## config.mk

```make
export PLATFORM = sky130hd
export DESIGN_NAME = counter_sequencer
export DESIGN_NICKNAME = d
export VERILOG_FILES = /design/src/rtl/counter_pkg.sv /design/src/rtl/count_step.sv /design/src/rtl/counter_sequencer.sv
export SDC_FILE = /design/constraint.sdc
export NUM_CORES = 1
export LEC_CHECK = 0
export CAP_MARGIN = 20
export CORE_MARGIN = 5
export CORE_UTILIZATION = 30
export CTS_CLUSTER_SIZE = 10
export DETAILED_ROUTE_END_ITERATION = 12
export PLACE_DENSITY = 0.63
export SKIP_LAST_GASP = 1
export SYNTH_ARGS = -nofsm -noshare
export SYNTH_HDL_FRONTEND = slang
export SYNTH_HIERARCHICAL = 1
export SYNTH_SLANG_ARGS = --single-unit
```

## constraint.sdc

```tcl
create_clock -name KEY_3 -period 1.8 [get_ports KEY_3]
set_input_delay 0.27 -clock KEY_3 [delete_from_list [all_inputs] [get_ports KEY_3]]
set_output_delay 0.27 -clock KEY_3 [all_outputs]
set_load 0.05 [all_outputs]
```

## src/rtl/counter_pkg.sv

```systemverilog
// counter_pkg: shared FSM state encodings and count width for the BCD counter sequencer
package counter_pkg;
  localparam int COUNT_W = 4;
  localparam logic [1:0] ST_IDLE = 2'b00;
  localparam logic [1:0] ST_RUN  = 2'b01;
  localparam logic [1:0] ST_LOAD = 2'b10;
  localparam logic [1:0] ST_DONE = 2'b11;
endpackage

```

## src/rtl/count_step.sv

```systemverilog
// count_step: next up/down count value with wrap, plus terminal-value detect
module count_step
  import counter_pkg::*;
#(
  parameter logic [COUNT_W-1:0] MAX_VAL = 4'd9
) (
  input  logic [COUNT_W-1:0] count,
  input  logic               dir,
  output logic [COUNT_W-1:0] next,
  output logic               at_terminal
);
  // Out-of-range counts recover to 0 going up and MAX_VAL going down
  always_comb begin
    at_terminal = dir ? (count == MAX_VAL) : (count == '0);
    next = dir ? ((count >= MAX_VAL) ? '0 : count + 1'b1)
               : ((count == '0 || count > MAX_VAL) ? MAX_VAL : count - 1'b1);
  end
endmodule

```

## src/rtl/counter_sequencer.sv

```systemverilog
// counter_sequencer: run/stop, up/down, load and one-shot sequencing for a BCD counter
module counter_sequencer
  import counter_pkg::*;
#(
  parameter logic [COUNT_W-1:0] MAX_VAL = 4'd9
) (
  input  logic               KEY_3,
  input  logic               SW17,
  input  logic               SW_RUN,
  input  logic               SW_DIR,
  input  logic               SW_LOAD,
  input  logic               SW_MODE,
  input  logic [COUNT_W-1:0] LOAD_VAL,
  output logic               W,
  output logic               X,
  output logic               Y,
  output logic               Z,
  output logic               TC,
  output logic [1:0]         STATE
);
  logic [1:0]         state;
  logic [COUNT_W-1:0] count;
  logic               tc;
  logic [COUNT_W-1:0] next;
  logic [COUNT_W-1:0] clamp;
  logic               at_terminal;
  count_step #(.MAX_VAL(MAX_VAL)) u_step (
    .count(count),
    .dir(SW_DIR),
    .next(next),
    .at_terminal(at_terminal)
  );
  assign clamp = (LOAD_VAL > MAX_VAL) ? MAX_VAL : LOAD_VAL;
  always_ff @(posedge KEY_3 or negedge SW17) begin
    if (!SW17) begin
      state <= ST_IDLE;
      count <= '0;
      tc    <= 1'b0;
    end else begin
      tc <= 1'b0;
      case (state)
        ST_IDLE: state <= SW_LOAD ? ST_LOAD : (SW_RUN ? ST_RUN : ST_IDLE);
        ST_LOAD: begin
          count <= clamp;
          state <= SW_LOAD ? ST_LOAD : ST_IDLE;
        end
        ST_RUN: begin
          if (SW_LOAD) state <= ST_LOAD;
          else if (!SW_RUN) state <= ST_IDLE;
          else if (SW_MODE && at_terminal) begin
            tc    <= 1'b1;
            state <= ST_DONE;
          end else begin
            count <= next;
            tc    <= at_terminal;
          end
        end
        default: state <= SW_LOAD ? ST_LOAD : (SW_RUN ? ST_DONE : ST_IDLE);
      endcase
    end
  end
  assign {W, X, Y, Z} = count;
  assign TC = tc;
  assign STATE = state;
endmodule

```

Word-level counts from Yosys, hierarchy flattened
Cells that the tools add are included.

storage, ports and cells
  bits in registers = 7
  bits in latches = 0
  bits in writable memories = 0
  memory bits (read-only) = 0
  output and inout port bits = 7
  word-level logic and storage cells = 43
  memories kept = 0

operators by class
  add/sub/neg operators = 2
  $mul = 0
  div/mod/pow operators = 0
  order comparisons = 3
  eq/ne operators = 7
  shifts and indexed selects = 0
  muxes and demuxes = 22
  bitwise logic cells = 0
  reductions and logical operators = 6

operators with widths
  cell                                                  number
  two-way mux 4 bit                                     7
  two-way mux 2 bit                                     7
  greater-than comparator 4 bit, second input constant  2
  case mux 4 bit (2 select lines)                       1
  two-way mux 1 bit                                     6
  inequality test 2 bit, second input constant          3
  case mux 2 bit (3 select lines)                       1
  adder 4 x 1 -> 4 bit, second input constant           1
  equality test 4 bit, second input constant            1
  >= comparator 4 bit, second input constant            1
  logical NOT 4 bit                                     1
  inequality test 4 bit, second input constant          1
  AND reduction 4 bit                                   1
  subtractor 4 x 1 -> 4 bit, second input constant      1
  equality test 2 x 1 -> 1 bit, second input constant   1
  equality test 2 bit, second input constant            1
  logical NOT 2 bit                                     1
  nonzero test 2 bit                                    1
  logical AND 1 bit                                     1
  logical OR 1 bit                                      1

Longest topological paths before layout
  depth in word-level cells = 8
  mapped depth = 9
  gate-level depth less buffers = 9

Hierarchy
The synthesis kept the hierarchy.

by module, submodules not included
  module             times used  cells an instance  area an instance (um^2)  sequential area each (um^2)
  counter_sequencer  1           30                 389.1                    175.2
  count_step         1           37                 257.7                    0.0

Worst setup path after synthesis
No wires, ideal clock.

  path type = register to register
  from = register count[0]
  to = register count[3]
  library setup time = 0.125 ns
  arrival time = 2.213 ns
  slack = -0.539 ns
  cell stages (with the launch flop) = 9
  buffers on the path = 0
  clock period less this slack = 2.339 ns
  cell sequence = dfrtp_1 inv_1 ha_1 nor2b_1 o22ai_4 nand3b_1 a31o_1 mux2_2 mux2_4

between the ends
  cells in the longest elaborated chain, start to end = 8

RTL lines
  what                                                                       line                     text
  start: declaration                                                         counter_sequencer.sv:22  logic [COUNT_W-1:0] count;
  start signal: assignment                                                   counter_sequencer.sv:44  count <= clamp;
  start signal: assignment                                                   counter_sequencer.sv:54  count <= next;
  greater-than comparator 4 bit / logical NOT 4 bit (equally long branches)  count_step.sv:16         : ((count == '0 || count > MAX_VAL) ? MAX_VAL : count - 1'b1);
  logical OR 1 bit                                                           count_step.sv:16
  two-way mux 4 bit                                                          count_step.sv:16
  two-way mux 4 bit (*)                                                      count_step.sv:15         next = dir ? ((count >= MAX_VAL) ? '0 : count + 1'b1)
  net next[3]                                                                counter_sequencer.sv:24  logic [COUNT_W-1:0] next;
  two-way mux 4 bit (*)                                                      counter_sequencer.sv:50  else if (SW_MODE && at_terminal) begin
  two-way mux 4 bit (*)                                                      counter_sequencer.sv:49  else if (!SW_RUN) state <= ST_IDLE;
  two-way mux 4 bit (*)                                                      counter_sequencer.sv:48  if (SW_LOAD) state <= ST_LOAD;
  case mux 4 bit (2 select lines) (*)                                        counter_sequencer.sv:41  case (state)

The timed path passes the listed nets; every way through them passes the cells marked *. The select of a mux whose other input is x is not followed.
A chain may end at the register's enable or synchronous reset.

Final worst setup path
  from = register count[0]
  to = register count[2]

The elaborated chain is that of the path after synthesis.

==> qor_table.md <==
| Metric | Value | Unit |
|:---|:---|:---|
| Outcome | finished, violations left | - |
| Violations in the final reports | setup timing | - |
| Basic-gate share of the synthesized area counting and, or, nand and nor cells | 24.8 | % |
| Sw Ratio | 39.3 | % |
| Count of yosys warnings during synthesis | 6 | - |
| Share of the synthesized area in compound gates (AO/OA/AOI/OAI) | 18.4 | % |
| Antenna fix cells | 0 | - |
| Post-detailed-route wirelength per cell | 13.4 | um |
| Setup-failing EPs final | 4 | - |
| CTS tree | built | - |
| Crit Path Class | flip-flop to flip-flop | - |
| Arrival time of the worst setup path | 2120 | ps |
| Total Wirelength | 1.64 | mm |
| Num ports | 17 | - |
| Number of failing hold endpoints at the final stage | 0 | - |
| Post-Synth XOR/XNOR Area | 0 | % |
| Starting density of the core | 32.3 | % |
| Final Skew | 0.293 | ps |
| Final max-slew violation count | 0 | - |
| Share of synthesized cell area in full adder, half adder and majority cells | 7.74 | % |
| Fraction of layout cells with a size suffix above 1 | 48.4 | % |
| Reg power frac | 26.4 | % |
| Worst setup EP type | flip-flop | - |
| X dimension of the die | 56.4 | um |
| Leakage power | 0.424 | nW |
| Count of state elements after synthesis | 7 | - |
| Minimum clock period | 1990 | ps |
| Final setup slack of the worst path | -186 | ps |
| Sw power | 307 | uW |
| Number of instances in the synthesized netlist | 67 | - |
| Number of distinct standard cells referenced by the synthesized netlist | 32 | - |
| Total routing resource utilization after global routing | 10.6 | % |
| Portion of netlist area occupied by mux cells | 16.1 | % |
| Overall die area | 0.00318 | mm^2 |
| Via count of the first global-routing pass | 624 | - |
| Crit path max-delay cell type | sky130_fd_sc_hd__dfrtp_4 | - |
| Total of buffers placed on input and output ports | 16 | - |
| Kind of path behind the tightest hold check | primary input to async pin | - |
| Global-route wire length before repair | 2.70 | mm |
| Routability cong. | 0.740 | - |
| Drt initial violations | 7 | - |
| Post-placement cell count | 115 | - |
| Maximum root-to-sink buffer count | 2 | - |
| Number of rows created at floorplan | 16 | - |
| R2r endpoint | count[2] | - |
| Root buffer selected by CTS | sky130_fd_sc_hd__clkbuf_4 | - |
| Total standard cell area after synthesis | 647 | um^2 |
| Critical path cell sequence | inv_4 -> ha_4 -> nor2b_4 -> o22ai_4 -> a32oi_1 -> mux2i_1 -> mux2_4 -> mux2_4 | - |
| Number of antenna violations at the first check in global routing | 0 | - |
| Source-to-sink clock delay at the later pin of the worst-skew pair | 250 | ps |
| Total number of clock tree sinks | 7 | - |
| Tcrit/Tclk final | 110 | % |
| Total gr overflow | 0 | - |
| CP Data Required Time | 1930 | ps |
| Total CTS buffers | 3 | - |
| Detail-routed via count per cell | 4.83 | - |
| IR drop worst, VDD | 0.400 | mV |
| Dominant combinational cell family by area after synthesis | simple AND/OR/NAND/NOR gates | - |
| Critical Path Fanout Max | 5 | - |
| Least-Margin Pin Slew | 487 | ps |
| Unrepaired setup endpoints after global routing | yes | - |
| Register-to-Register Setup Slack | -190 | ps |
| Clock slew at the register clock pins of the worst setup and hold paths | 50 | ps |
| Max Clock Freq | 0.503 | GHz |
| Power density over cell area | 777 | mW/mm^2 |
| Nets | 110 | - |
| Launch instance of the worst register-to-register path | count[0] | - |
| Total number of H-tree levels | 1 | - |
| Portion of total power attributed to combinational logic | 54.9 | % |
| Layout Cells excl Fill | 122 | - |
| HPWL after detailed placement | 1.29 | mm |
| DIE HEIGHT | 56.4 | um |
| Count of max-cap constraint violations | 0 | - |
| Portion of total power attributed to the clock network | 18.7 | % |
| Worst stage delay on the critical path | 520 | ps |
| Syn Area/Cell | 9.65 | um^2 |
| Maximum number of pins on one net before global-route repair | 9 | - |
| R2r worst-path depth | 8 | - |
| 1st-pass router iterations | 4 | - |
| Crit path launch type | flip-flop | - |
| Overall via count from detail_route | 589 | - |
| Remaining max-slew budget at the tightest pin | 67.4 | % |
| Crit-path most repeated cell | sky130_fd_sc_hd__mux2_4 | - |
| Number of antenna-violating nets in the routed design | 0 | - |
| Core box area | 0.00200 | mm^2 |
| Number of remaining DRC errors | 0 | - |
| Int Pwr | 474 | uW |
| Part of the Yosys area used for sequential elements | 27.1 | % |
| Total power after layout | 781 | uW |
| Syn nets | 81 | - |
| Syn-to-layout area delta | 55.3 | % |
| Hold WS | 284 | ps |
## worst max-delay path: cells and delay by family, from the launching register on
family | cells | cell delay, ps
AO/OA/AOI/OAI | 2 | 320
adder cells (fa/ha/maj) | 1 | 130
buffers and inverters | 1 | 90
flip-flops | 1 | 520
multiplexers | 3 | 660
AND/OR/NAND/NOR | 1 | 150
## flip-flops by register name (all words and copies together), names as in the netlist
register  cells
TC            1
STATE         2
count         4
## power by group through the flow
| stage | sequential, mW | clock, mW | combinational, mW |
|---|---|---|---|
| floorplan | 0.268 | 0 | 0.202 |
| global placement | 0.209 | 0 | 0.392 |
| detailed placement | 0.208 | 0 | 0.397 |
| CTS | 0.206 | 0.148 | 0.422 |
| global route | 0.211 | 0.156 | 0.457 |
| finish | 0.206 | 0.146 | 0.429 |
## cells in the final DEF, fill, tap and decap left out, types with 2 or more instances in the layout
cell type / count
sky130_fd_sc_hd__nor3b_1: 2
sky130_fd_sc_hd__ha_4: 3
sky130_fd_sc_hd__dfrtp_1: 3
sky130_fd_sc_hd__inv_4: 2
sky130_fd_sc_hd__a21oi_4: 2
sky130_fd_sc_hd__inv_1: 4
sky130_fd_sc_hd__a21oi_1: 2
sky130_fd_sc_hd__clkdlybuf4s50_1: 10
sky130_fd_sc_hd__dfrtp_2: 3
sky130_fd_sc_hd__nor2b_1: 2
sky130_fd_sc_hd__a32oi_1: 2
sky130_fd_sc_hd__nand3_1: 3
sky130_fd_sc_hd__nand2_1: 7
sky130_fd_sc_hd__nor2_1: 2
sky130_fd_sc_hd__o21ai_0: 2
sky130_fd_sc_hd__clkbuf_4: 3
sky130_fd_sc_hd__buf_4: 15
sky130_fd_sc_hd__mux2_4: 6
## area by class of cell
class                           instances  area, um^2
Fill cell                             183         997
Multi-Input combinational cell         52         502
Timing Repair Buffer                   26         233
Sequential cell                         7         183
Tap cell                               27        33.8
Inverter                                6        27.5
Clock buffer                            4        26.3
## cells by family after synthesis
group | count (synthesis)
and+or+nand+nor | 26
AOI/OAI and AO/OA | 14
buffers and inverters | 8
muxes | 8
DFF | 7
adders and majority gates | 4
## cells in the mapped netlist
master / n / area [um^2]
sky130_fd_sc_hd__and2b_1: 1 / 7.51
sky130_fd_sc_hd__dfrtp_1: 7 / 175
sky130_fd_sc_hd__mux2i_1: 1 / 10.0
sky130_fd_sc_hd__o21ai_1: 1 / 5.00
sky130_fd_sc_hd__a21oi_2: 1 / 8.76
sky130_fd_sc_hd__mux2_2: 3 / 33.8
sky130_fd_sc_hd__nor2_1: 3 / 11.3
sky130_fd_sc_hd__a32oi_1: 2 / 17.5
sky130_fd_sc_hd__nand2b_2: 1 / 8.76
sky130_fd_sc_hd__a31o_1: 1 / 8.76
sky130_fd_sc_hd__o21ai_0: 2 / 10.0
sky130_fd_sc_hd__nor3_1: 1 / 5.00
sky130_fd_sc_hd__nor3b_1: 2 / 15.0
sky130_fd_sc_hd__o21bai_1: 1 / 7.51
sky130_fd_sc_hd__o22ai_4: 1 / 20.0
sky130_fd_sc_hd__buf_6: 1 / 11.3
sky130_fd_sc_hd__nor2b_1: 3 / 18.8
sky130_fd_sc_hd__a21oi_1: 2 / 10.0
sky130_fd_sc_hd__buf_2: 1 / 5.00
sky130_fd_sc_hd__mux2_4: 4 / 60.1
sky130_fd_sc_hd__nand2b_4: 1 / 13.8
sky130_fd_sc_hd__nand3b_1: 1 / 7.51
sky130_fd_sc_hd__and2_2: 1 / 7.51
sky130_fd_sc_hd__ha_1: 4 / 50.1
sky130_fd_sc_hd__and4bb_2: 1 / 12.5
sky130_fd_sc_hd__nand2_1: 7 / 26.3
sky130_fd_sc_hd__a221oi_1: 1 / 8.76
sky130_fd_sc_hd__nand3_1: 3 / 15.0
sky130_fd_sc_hd__inv_1: 6 / 22.5
sky130_fd_sc_hd__a31oi_1: 1 / 6.26
sky130_fd_sc_hd__a21oi_4: 1 / 16.3
sky130_fd_sc_hd__or3b_4: 1 / 11.3
## routing by layer
metal	share of wire [%]	global-route usage [%]	wire (um)	up-vias
met3	3.4	1.15	56	2
met4	1.2	5.08	20	0
li1	-	-	-	292
met5	0	0	0	-
met1	42	11.3	685	282
met2	53	20.3	876	13
## stage by stage
step	setup slack [ps]	setup TNS, ps	util [%]	area, um^2
final	-186	-529	50.2	1000
after global routing	-245	-826	50.2	1000
after CTS	-164	-510	49.6	993
after detailed placement	-223	-643	46.7	935
after global placement	-205	-514	46.7	935
after floorplan	-198	-475	-	707
## worst max-delay path by stage
stage / end / slack (ps) / cells after the start / start
finish: count[2] / -190 / 8 / count[0]
global route: count[2] / -250 / 8 / count[0]
CTS: count[3] / -160 / 8 / count[0]
detailed placement: count[3] / -220 / 8 / count[0]
global placement: count[3] / -200 / 8 / count[0]
floorplan: count[3] / -200 / 8 / count[1]
## what timing repair did
item	4_1_cts	5_1_grt
hold buffers	0	0
pin swaps	4	2
endpoints found under the setup margin	4	4
setup buffers	2	1
gates resized for setup	3	1
Power figures use the tool's default switching activity.
